`config.mk`:
```
export PLATFORM = sky130hd
export DESIGN_NAME = fw_hazard_unit
export DESIGN_NICKNAME = d
export VERILOG_FILES = /design/src/rtl/fw_hazard_unit_pkg.sv /design/src/rtl/fw_hazard_unit_cmp.sv /design/src/rtl/fw_hazard_unit.sv
export SDC_FILE = /design/constraint.sdc
export NUM_CORES = 1
export LEC_CHECK = 0
export ABC_AREA = 1
export CAP_MARGIN = 10
export CORE_MARGIN = 2
export CORE_UTILIZATION = 45
export CTS_CLUSTER_DIAMETER = 100
export DETAILED_ROUTE_END_ITERATION = 16
export GPL_ROUTABILITY_DRIVEN = 0
export GPL_TIMING_DRIVEN = 0
export HOLD_SLACK_MARGIN = 0.15
export PLACE_DENSITY = 0.82
export SETUP_SLACK_MARGIN = 0.5
export SYNTH_ARGS = -nofsm -noshare
export SYNTH_HDL_FRONTEND = slang
export SYNTH_HIERARCHICAL = 1
export SYNTH_SLANG_ARGS = --single-unit
```
`constraint.sdc`:
```
create_clock -name clk_i -period 2.35 [get_ports clk_i]
set_input_delay 0.235 -clock clk_i [delete_from_list [all_inputs] [get_ports clk_i]]
set_output_delay 0.235 -clock clk_i [all_outputs]
set_load 0.01 [all_outputs]
```
`src/rtl/fw_hazard_unit_pkg.sv`:
```
// Shared types for the decode-side hazard/forwarding controller.
// Latency: n/a (types and constants only).
// Backpressure: n/a.
package core;

  // Width of the bypass data bus carried in bypass_bus_t.
  localparam int CORE_XLEN = 32;

  typedef enum logic [1:0] {
    NONE_STAGE = 2'd0,
    MEM_STAGE  = 2'd1,
    WB_STAGE   = 2'd2
  } fw_stage_t;

  typedef enum logic [1:0] {
    RS_NONE = 2'd0,
    RS1     = 2'd1,
    RS2     = 2'd2,
    RS_BOTH = 2'd3
  } fw_regs_t;

  typedef struct packed {
    fw_stage_t stage;
    fw_regs_t  regs;
  } fw_cntrl_bus_t;

  typedef struct packed {
    logic [CORE_XLEN-1:0] rd;
  } bypass_bus_t;

  typedef struct packed {
    logic       valid;
    logic [4:0] rd;
    logic       we;
    logic       is_load;
  } hazard_slot_t;

  // A slot only produces a value worth forwarding if it really writes a non-x0 register.
  function automatic logic slot_is_producer(hazard_slot_t s);
    return s.valid && s.we && (s.rd != 5'd0);
  endfunction

endpackage

```
`src/rtl/fw_hazard_unit_cmp.sv`:
```
// Compares one ID source index against the EX and MEM shadow slots.
// Latency: purely combinational.
// Backpressure: none; evaluated every cycle.
module hazard_cmp
  import core::*;
(
  input  logic [4:0]   rs,
  input  logic         use_rs,
  input  hazard_slot_t ex_slot,
  input  hazard_slot_t mem_slot,
  output logic         near_hit,
  output logic         far_hit,
  output logic         near_is_load
);

  logic src_live;

  // x0 and unread sources never create a dependency.
  assign src_live = use_rs && (rs != 5'd0);

  // Near hit takes precedence: the younger producer holds the value the consumer must see.
  always_comb begin
    near_hit     = src_live && slot_is_producer(ex_slot) && (ex_slot.rd == rs);
    far_hit      = src_live && slot_is_producer(mem_slot) && (mem_slot.rd == rs) && !near_hit;
    near_is_load = near_hit && ex_slot.is_load;
  end

endmodule

```
`src/rtl/fw_hazard_unit.sv`:
```
// Decode-side hazard detect, forwarding decision for EX, and stall counting.
// Latency: hazard_stall_o same cycle as ID inputs; fw_cntrl_o one cycle later (EX).
// Backpressure: stall_i freezes all state; hazard_stall_o holds IF/ID and bubbles ID/EX.
module fw_hazard_unit
  import core::*;
#(
  parameter int XLEN  = 32,
  parameter int CNT_W = 32
) (
  input  logic            clk_i,
  input  logic            rst_i,
  input  logic            stall_i,
  input  logic            flush_i,
  input  logic            id_valid_i,
  input  logic [4:0]      id_rs1_i,
  input  logic [4:0]      id_rs2_i,
  input  logic            id_use_rs1_i,
  input  logic            id_use_rs2_i,
  input  logic [4:0]      id_rd_i,
  input  logic            id_we_i,
  input  logic            id_is_load_i,
  input  logic [XLEN-1:0] mem_result_i,
  input  logic [XLEN-1:0] wb_result_i,
  output fw_cntrl_bus_t   fw_cntrl_o,
  output bypass_bus_t     bypass_o,
  output logic            hazard_stall_o,
  output logic [CNT_W-1:0] stall_cnt_o
);

  hazard_slot_t  ex_slot;
  hazard_slot_t  mem_slot;
  hazard_slot_t  id_slot;
  fw_cntrl_bus_t decision;
  fw_cntrl_bus_t bubble_cntrl;

  logic rs1_near, rs1_far, rs1_near_load;
  logic rs2_near, rs2_far, rs2_near_load;
  logic rs1_hit, rs2_hit;
  logic load_use, split, issue;
  logic [XLEN-1:0] bypass_sel;

  hazard_cmp u_cmp_rs1 (
    .rs           (id_rs1_i),
    .use_rs       (id_use_rs1_i),
    .ex_slot      (ex_slot),
    .mem_slot     (mem_slot),
    .near_hit     (rs1_near),
    .far_hit      (rs1_far),
    .near_is_load (rs1_near_load)
  );

  hazard_cmp u_cmp_rs2 (
    .rs           (id_rs2_i),
    .use_rs       (id_use_rs2_i),
    .ex_slot      (ex_slot),
    .mem_slot     (mem_slot),
    .near_hit     (rs2_near),
    .far_hit      (rs2_far),
    .near_is_load (rs2_near_load)
  );

  assign rs1_hit      = rs1_near || rs1_far;
  assign rs2_hit      = rs2_near || rs2_far;
  assign bubble_cntrl = '{stage: NONE_STAGE, regs: RS_NONE};

  // Stall on load-use, or when the two sources need different bypass stages at once
  // (one mux cannot serve both; after one bubble the older producer is in the regfile).
  always_comb begin
    load_use       = rs1_near_load || rs2_near_load;
    split          = rs1_hit && rs2_hit && (rs1_near != rs2_near);
    hazard_stall_o = id_valid_i && !flush_i && (load_use || split);
    issue          = id_valid_i && !hazard_stall_o && !flush_i;
  end

  // Forwarding decision for the ID instruction; regs is RS_NONE exactly when nothing hits.
  always_comb begin
    decision = bubble_cntrl;
    if (rs1_near || rs2_near) begin
      decision.stage = MEM_STAGE;
    end else if (rs1_far || rs2_far) begin
      decision.stage = WB_STAGE;
    end
    unique case ({rs2_hit, rs1_hit})
      2'b01:   decision.regs = RS1;
      2'b10:   decision.regs = RS2;
      2'b11:   decision.regs = RS_BOTH;
      default: decision.regs = RS_NONE;
    endcase
  end

  // Shadow copy of the ID instruction as it would enter EX.
  always_comb begin
    id_slot         = '0;
    id_slot.valid   = 1'b1;
    id_slot.rd      = id_rd_i;
    id_slot.we      = id_we_i;
    id_slot.is_load = id_is_load_i;
  end

  // Advance the shadow slots and the EX-side decision in step with the pipeline.
  always_ff @(posedge clk_i or posedge rst_i) begin
    if (rst_i) begin
      ex_slot    <= '0;
      mem_slot   <= '0;
      fw_cntrl_o <= '{stage: NONE_STAGE, regs: RS_NONE};
    end else if (!stall_i) begin
      mem_slot   <= ex_slot;
      ex_slot    <= issue ? id_slot : '0;
      fw_cntrl_o <= issue ? decision : bubble_cntrl;
    end
  end

  // Count hazard stall cycles that actually take effect (not frozen, wraps naturally).
  always_ff @(posedge clk_i or posedge rst_i) begin
    if (rst_i) begin
      stall_cnt_o <= '0;
    end else if (hazard_stall_o && !stall_i) begin
      stall_cnt_o <= stall_cnt_o + 1'b1;
    end
  end

  // Operand bypass select driven from the registered EX decision.
  always_comb begin
    bypass_sel = '0;
    unique case (fw_cntrl_o.stage)
      MEM_STAGE: bypass_sel = mem_result_i;
      WB_STAGE:  bypass_sel = wb_result_i;
      default:   bypass_sel = '0;
    endcase
    bypass_o.rd = CORE_XLEN'(bypass_sel);
  end

endmodule
```
-- Word level (Yosys, flattened, before mapping)
Cells that the tools add are included.
- $add $sub $neg: 1
- multipliers: 0
- div/mod/pow operators: 0
- $lt $le $gt $ge: 0
- equality and inequality tests: 10
- shifts and indexed selects: 0
- multiplexer cells: 6
- bitwise operators: 0
- reductions and logical operators: 40
- operator list (operator ; number):
    case mux 32 bit (2 select lines) ; 1
    adder 32 x 1 -> 32 bit, second input constant ; 1
    logical AND 1 bit ; 25
    == test 5 bit ; 4
    nonzero test 5 bit ; 4
    two-way mux 8 bit ; 1
    == test 2 bit, second input constant ; 3
    logical OR 1 bit ; 6
    case mux 2 bit (3 select lines) ; 1
    zero test 1 bit ; 5
    == test 2 x 1 -> 1 bit, second input constant ; 2
    two-way mux 2 bit ; 2
    two-way mux 4 bit ; 1
    inequality test 1 bit ; 1
- flip-flop bits (word level): 51
- bits in latches: 0
- bits in writable memories: 0
- bits in read-only memories: 0
- output and inout bits: 69
- memories: 0

-- Depth between registers and ports, before layout
Gate-level depths: netlist (run 1).
- depth after elaboration: 15
- mapped depth: 17
- depth with buffers taken out: 17

-- Cells and area by module
Netlist (run 1), hierarchy kept.
- by module, submodules not included (module ; times used ; cells an instance ; area each (um^2) ; sequential area each (um^2)):
    fw_hazard_unit ; 1 ; 489 ; 3370.7 ; 1301.2
    hazard_cmp ; 2 ; 77 ; 307.8 ; 0.0

-- Worst setup path after synthesis (run 1)
OpenSTA, ideal clock, no wires.
- path type: flip-flop to flip-flop
- start: register ex_slot[2] (netlist name)
- end: register stall_cnt_o[7]
- library setup time: 0.129 ns
- data arrival time: 1.874 ns
- required time: 2.221 ns
- path slack: 0.348 ns
- stages on the path, launching flop included: 14
- buffers on the path: 1
- cell sequence: dfrtp_1 nand2_2 nand2_1 nor2_1 nand3_1 nor2_2 inv_1 ha_1 nand3_2 nand2_2 nand2_4 buf_6 nor2_1 xor2_1
- longest elaborated chain between the ends: 12
- RTL lines (what ; line ; text):
    nonzero test 5 bit ; fw_hazard_unit_pkg.sv:40 ; return s.valid && s.we && (s.rd != 5'd0);
    logical AND 1 bit ; fw_hazard_unit_pkg.sv:40 ;
    logical AND 1 bit ; fw_hazard_unit_cmp.sv:23 ; near_hit = src_live && slot_is_producer(ex_slot) && (ex_slot.rd == rs);
    logical AND 1 bit (*) ; fw_hazard_unit_cmp.sv:23 ;
    net rs1_near ; fw_hazard_unit.sv:36 ; logic rs1_near, rs1_far, rs1_near_load;
    zero test 1 bit ; fw_hazard_unit_cmp.sv:24 ; far_hit = src_live && slot_is_producer(mem_slot) && (mem_slot.rd == rs) && !near_hit;
    logical AND 1 bit ; fw_hazard_unit_cmp.sv:24 ;
    logical OR 1 bit ; fw_hazard_unit.sv:62 ; assign rs1_hit = rs1_near || rs1_far;
    logical AND 1 bit (2 in series) ; fw_hazard_unit.sv:70 ; split = rs1_hit && rs2_hit && (rs1_near != rs2_near);
    logical OR 1 bit (*) ; fw_hazard_unit.sv:71 ; hazard_stall_o = id_valid_i && !flush_i && (load_use || split);
    logical AND 1 bit (*) ; fw_hazard_unit.sv:71 ;
    logical AND 1 bit (*) ; fw_hazard_unit.sv:117 ; end else if (hazard_stall_o && !stall_i) begin
    to (signal assigned) ; fw_hazard_unit.sv:118 ; stall_cnt_o <= stall_cnt_o + 1'b1;
    to (decl) ; fw_hazard_unit.sv:27 ; output logic [CNT_W-1:0] stall_cnt_o
The timed path passes the listed nets; every way through them passes the cells marked *.
A chain may end at the register's enable or synchronous reset.

-- Final worst setup path (run 1)
- start: register ex_slot[4] (netlist name)
- end: output port hazard_stall_o
- longest elaborated chain between the ends: 11
- RTL lines (what ; line ; text):
    nonzero test 5 bit ; fw_hazard_unit_pkg.sv:40 ;
    logical AND 1 bit ; fw_hazard_unit_pkg.sv:40 ;
    logical AND 1 bit ; fw_hazard_unit_cmp.sv:23 ;
    logical AND 1 bit (*) ; fw_hazard_unit_cmp.sv:23 ;
    net rs2_near ; fw_hazard_unit.sv:37 ; logic rs2_near, rs2_far, rs2_near_load;
    zero test 1 bit ; fw_hazard_unit_cmp.sv:24 ;
    logical AND 1 bit ; fw_hazard_unit_cmp.sv:24 ;
    logical OR 1 bit ; fw_hazard_unit.sv:63 ; assign rs2_hit = rs2_near || rs2_far;
    logical AND 1 bit (2 in series) ; fw_hazard_unit.sv:70 ;
    logical OR 1 bit (*) ; fw_hazard_unit.sv:71 ;
    logical AND 1 bit (*) ; fw_hazard_unit.sv:71 ;
    to (decl) ; fw_hazard_unit.sv:26 ; output logic hazard_stall_o,
Marked as above.

==> results of run 1 <==
## area by class of cell
cell class	instances	area, µm²
clock buffer	5	68.8
tap	108	135
fill	616	2170
inverter	73	279
clock inverter	3	23.8
sequential	51	1280
timing repair inverter	1	8.76
timing repair buffer	175	1650
multi-input combinational	501	2850
buffer	14	164
## per-layer routing
metal | global-route usage, % | vias up | part of all wire (%)
met2 | 50.4 | 184 | 52
met3 | 4.75 | 35 | 6.6
li1 | - | 2318 | -
met4 | 8.55 | 0 | 3.0
met1 | 31.6 | 2234 | 38
met5 | 0 | - | 0
## power groups by stage
stage          clock [mW]  sequential (mW)  combinational [mW]
2_1_floorplan           0            0.930               0.115
3_3_place_gp            0            0.937               0.287
3_5_place_dp            0            0.938               0.299
4_1_cts             0.535            0.921               0.309
5_1_grt             0.570            0.926               0.369
6_report            0.526            0.923               0.339
## through the flow
step	TNS, ns	total power [mW]	cell area, µm²
after global routing	-2.19	1.87	6460
final	-0.0785	1.79	6460
after global placement	-10.73	1.22	5650
after CTS	0	1.77	6060
after floorplan	0	1.05	3960
after detailed placement	-11.10	1.24	5670
## worst paths after layout
path                              from  slack, ns  cells past startpoint               to
setup / recovery            ex_slot[4]      -0.04                     11   hazard_stall_o
max in group asynchronous        rst_i       1.53                      3  stall_cnt_o[25]
setup reg to reg            ex_slot[4]      -0.03                     15   stall_cnt_o[7]
hold reg to reg            mem_slot[7]       0.53                      2      mem_slot[7]
min in group clk_i          id_rd_i[1]       0.52                      2       ex_slot[3]
hold / removal                   rst_i       0.27                      2       ex_slot[1]
## cells in the final DEF, fill, tap and decap left out, types with 5 or more instances in the layout
master,count
nor2_4,16
dfrtp_1,46
a21oi_2,31
clkbuf_8,10
inv_1,58
nand2_4,30
nand3_1,25
xor2_1,11
inv_2,13
dfrtp_2,5
a21oi_1,5
buf_6,8
nor2_2,9
buf_2,32
clkdlybuf4s50_1,119
buf_4,10
a22o_1,9
nor2_1,60
nand2_1,258
nand2_2,18
## repair_timing
action                     4_1_cts  5_1_grt
resized for setup              178      140
hold buffers                     0        0
buffers inserted                10        3
pin swaps                       15       71
cloned                           3        3
setup endpoints to repair       77       71
## flip-flops by register name, summed over array words and instances, names as in the netlist
| signal | count |
|---|---|
| ex_slot | 8 |
| fw_cntrl_o | 4 |
| stall_cnt_o | 32 |
| mem_slot | 7 |
==> metrics.md, run 1 <==
| Metric | Value |
|---|---|
| Outcome | finished with violations |
| Failing checks | setup timing |
| Worst Slack Setup Final | -0.0443 ns |
| First-pass GRT wire length | 21.5 mm |
| Fin Clk Skew | 0.0137 ns |
| Period utilization | 102% |
| CTS sink cnt | 51 |
| Switching share of total power | 27.7% |
| Comb power frac | 19.0% |
| Initial drt markers | 267 |
| Crit path top cell by count | nand2_1 |
| Slowest cell on the critical path | dfrtp_2 |
| DRC | 0 |
| Detailed-route wire length | 14.3 mm |
| Share of cells above drive strength 1 | 25.8% |
| Bufs on Longest Clock Path | 2 |
| Core ar. | 8640 µm² |
| Fmax | 418 MHz |
| Syn_area_per_cell | 6.18 µm² |
| Root Driver | clkbuf_8 |
| DRT Pass-1 Iters | 5 |
| Worst skew pair latency | 0.31 ns |
| RSZ-0062 raised after global routing | true |
| Startpoint type of the worst setup path | register |
| Via-to-Cell Ratio | 5.12 |
| Dpl cells | 904 |
| Layout area overhead | 63.6% |
| Initial core utilization | 45.7% |
| Vias post-DR | 4771 |
| CTS tree | yes |
| Max VDD drop | 0.218 mV |
| Final Hold Fails | 0 |
| ANT nets after route | 0 |
| Htree depth | 2 |
| Net Switching | 0.496 mW |
| Clock-pin slew of the registers on the worst-case setup and hold paths | 0.10 ns |
| Hold WS | 0.269 ns |
| Top Ports | 157 |
| Max cap viols | 0 |
| CTS Buf Count | 5 |
| Antenna Cells | 0 |
| Final layout net count | 914 |
| Internal Pwr Total | 1.29 mW |
| Num rows | 34 |
| Seq pwr share | 51.6% |
| Post-route insts no fill | 931 |
| Bufs and invs on worst path | 3 |
| Mapped Cells | 639 |
| Pwr per Cell Area | 277 nW/µm² |
| Total gr overflow | 0 |
| Vias in the first global route | 4532 |
| CP delay by family, top | simple AND/OR/NAND/NOR gates |
| Min cycle time layout | 2.39 ns |
| Final core occ | 74.8% |
| Min-delay worst type | in2async |
| Worst-path fanout max | 8 |
| Initial antenna violation count | 0 |
| CP Capture Type | output pin |
| Yosys warning total | 6 |
| Syn nets | 731 |
| Die Ht | 97.7 µm |
| Largest net degree at the start of global routing | 31 |
| Least-Margin Pin Slew | 0.502 ns |
| Mapped Area | 3950 µm² |
| Rel. slew slack | 66.5% |
| Die width | 97.7 µm |
| Clock share of power | 29.4% |
| Fin. max-slew vios | 0 |
| Crit path kind | reg2out |
| Final setup violation count | 3 |
| HPWL Detailed | 9.93 mm |
| Place WS | -0.513 ns |
| WL/cell | 15.3 µm |
| DIE AREA | 9540 µm² |
| Port Buffers | 156 |
| Worst path required time | 2.12 ns |
| CP arrival | 2.16 ns |
| Leak pwr | 3.01 nW |
| Slowest cell delay on critical path | 0.47 ns |
| Total GRT Usage | 27.2% |
| Crit-path cells | inv_1 -> nand2_1 -> nand2_1 -> nor2_2 -> nand3_2 -> nor2_4 -> inv_2 -> ha_4 -> nand3_4 -> a21oi_2 -> buf_2 |
(Power assumes the default switching activity.)
==> run 2, diff against run 1 <==
--- a/config.mk
+++ b/config.mk
@@ -6,6 +6,7 @@
 export NUM_CORES = 1
 export LEC_CHECK = 0
 export ABC_AREA = 1
+export ABC_CLOCK_PERIOD_IN_PS = 2350
 export CAP_MARGIN = 10
 export CORE_MARGIN = 2
 export CORE_UTILIZATION = 45
==> results of run 2 <==
Final layout, timing and power as in run 1 (identical DEF).
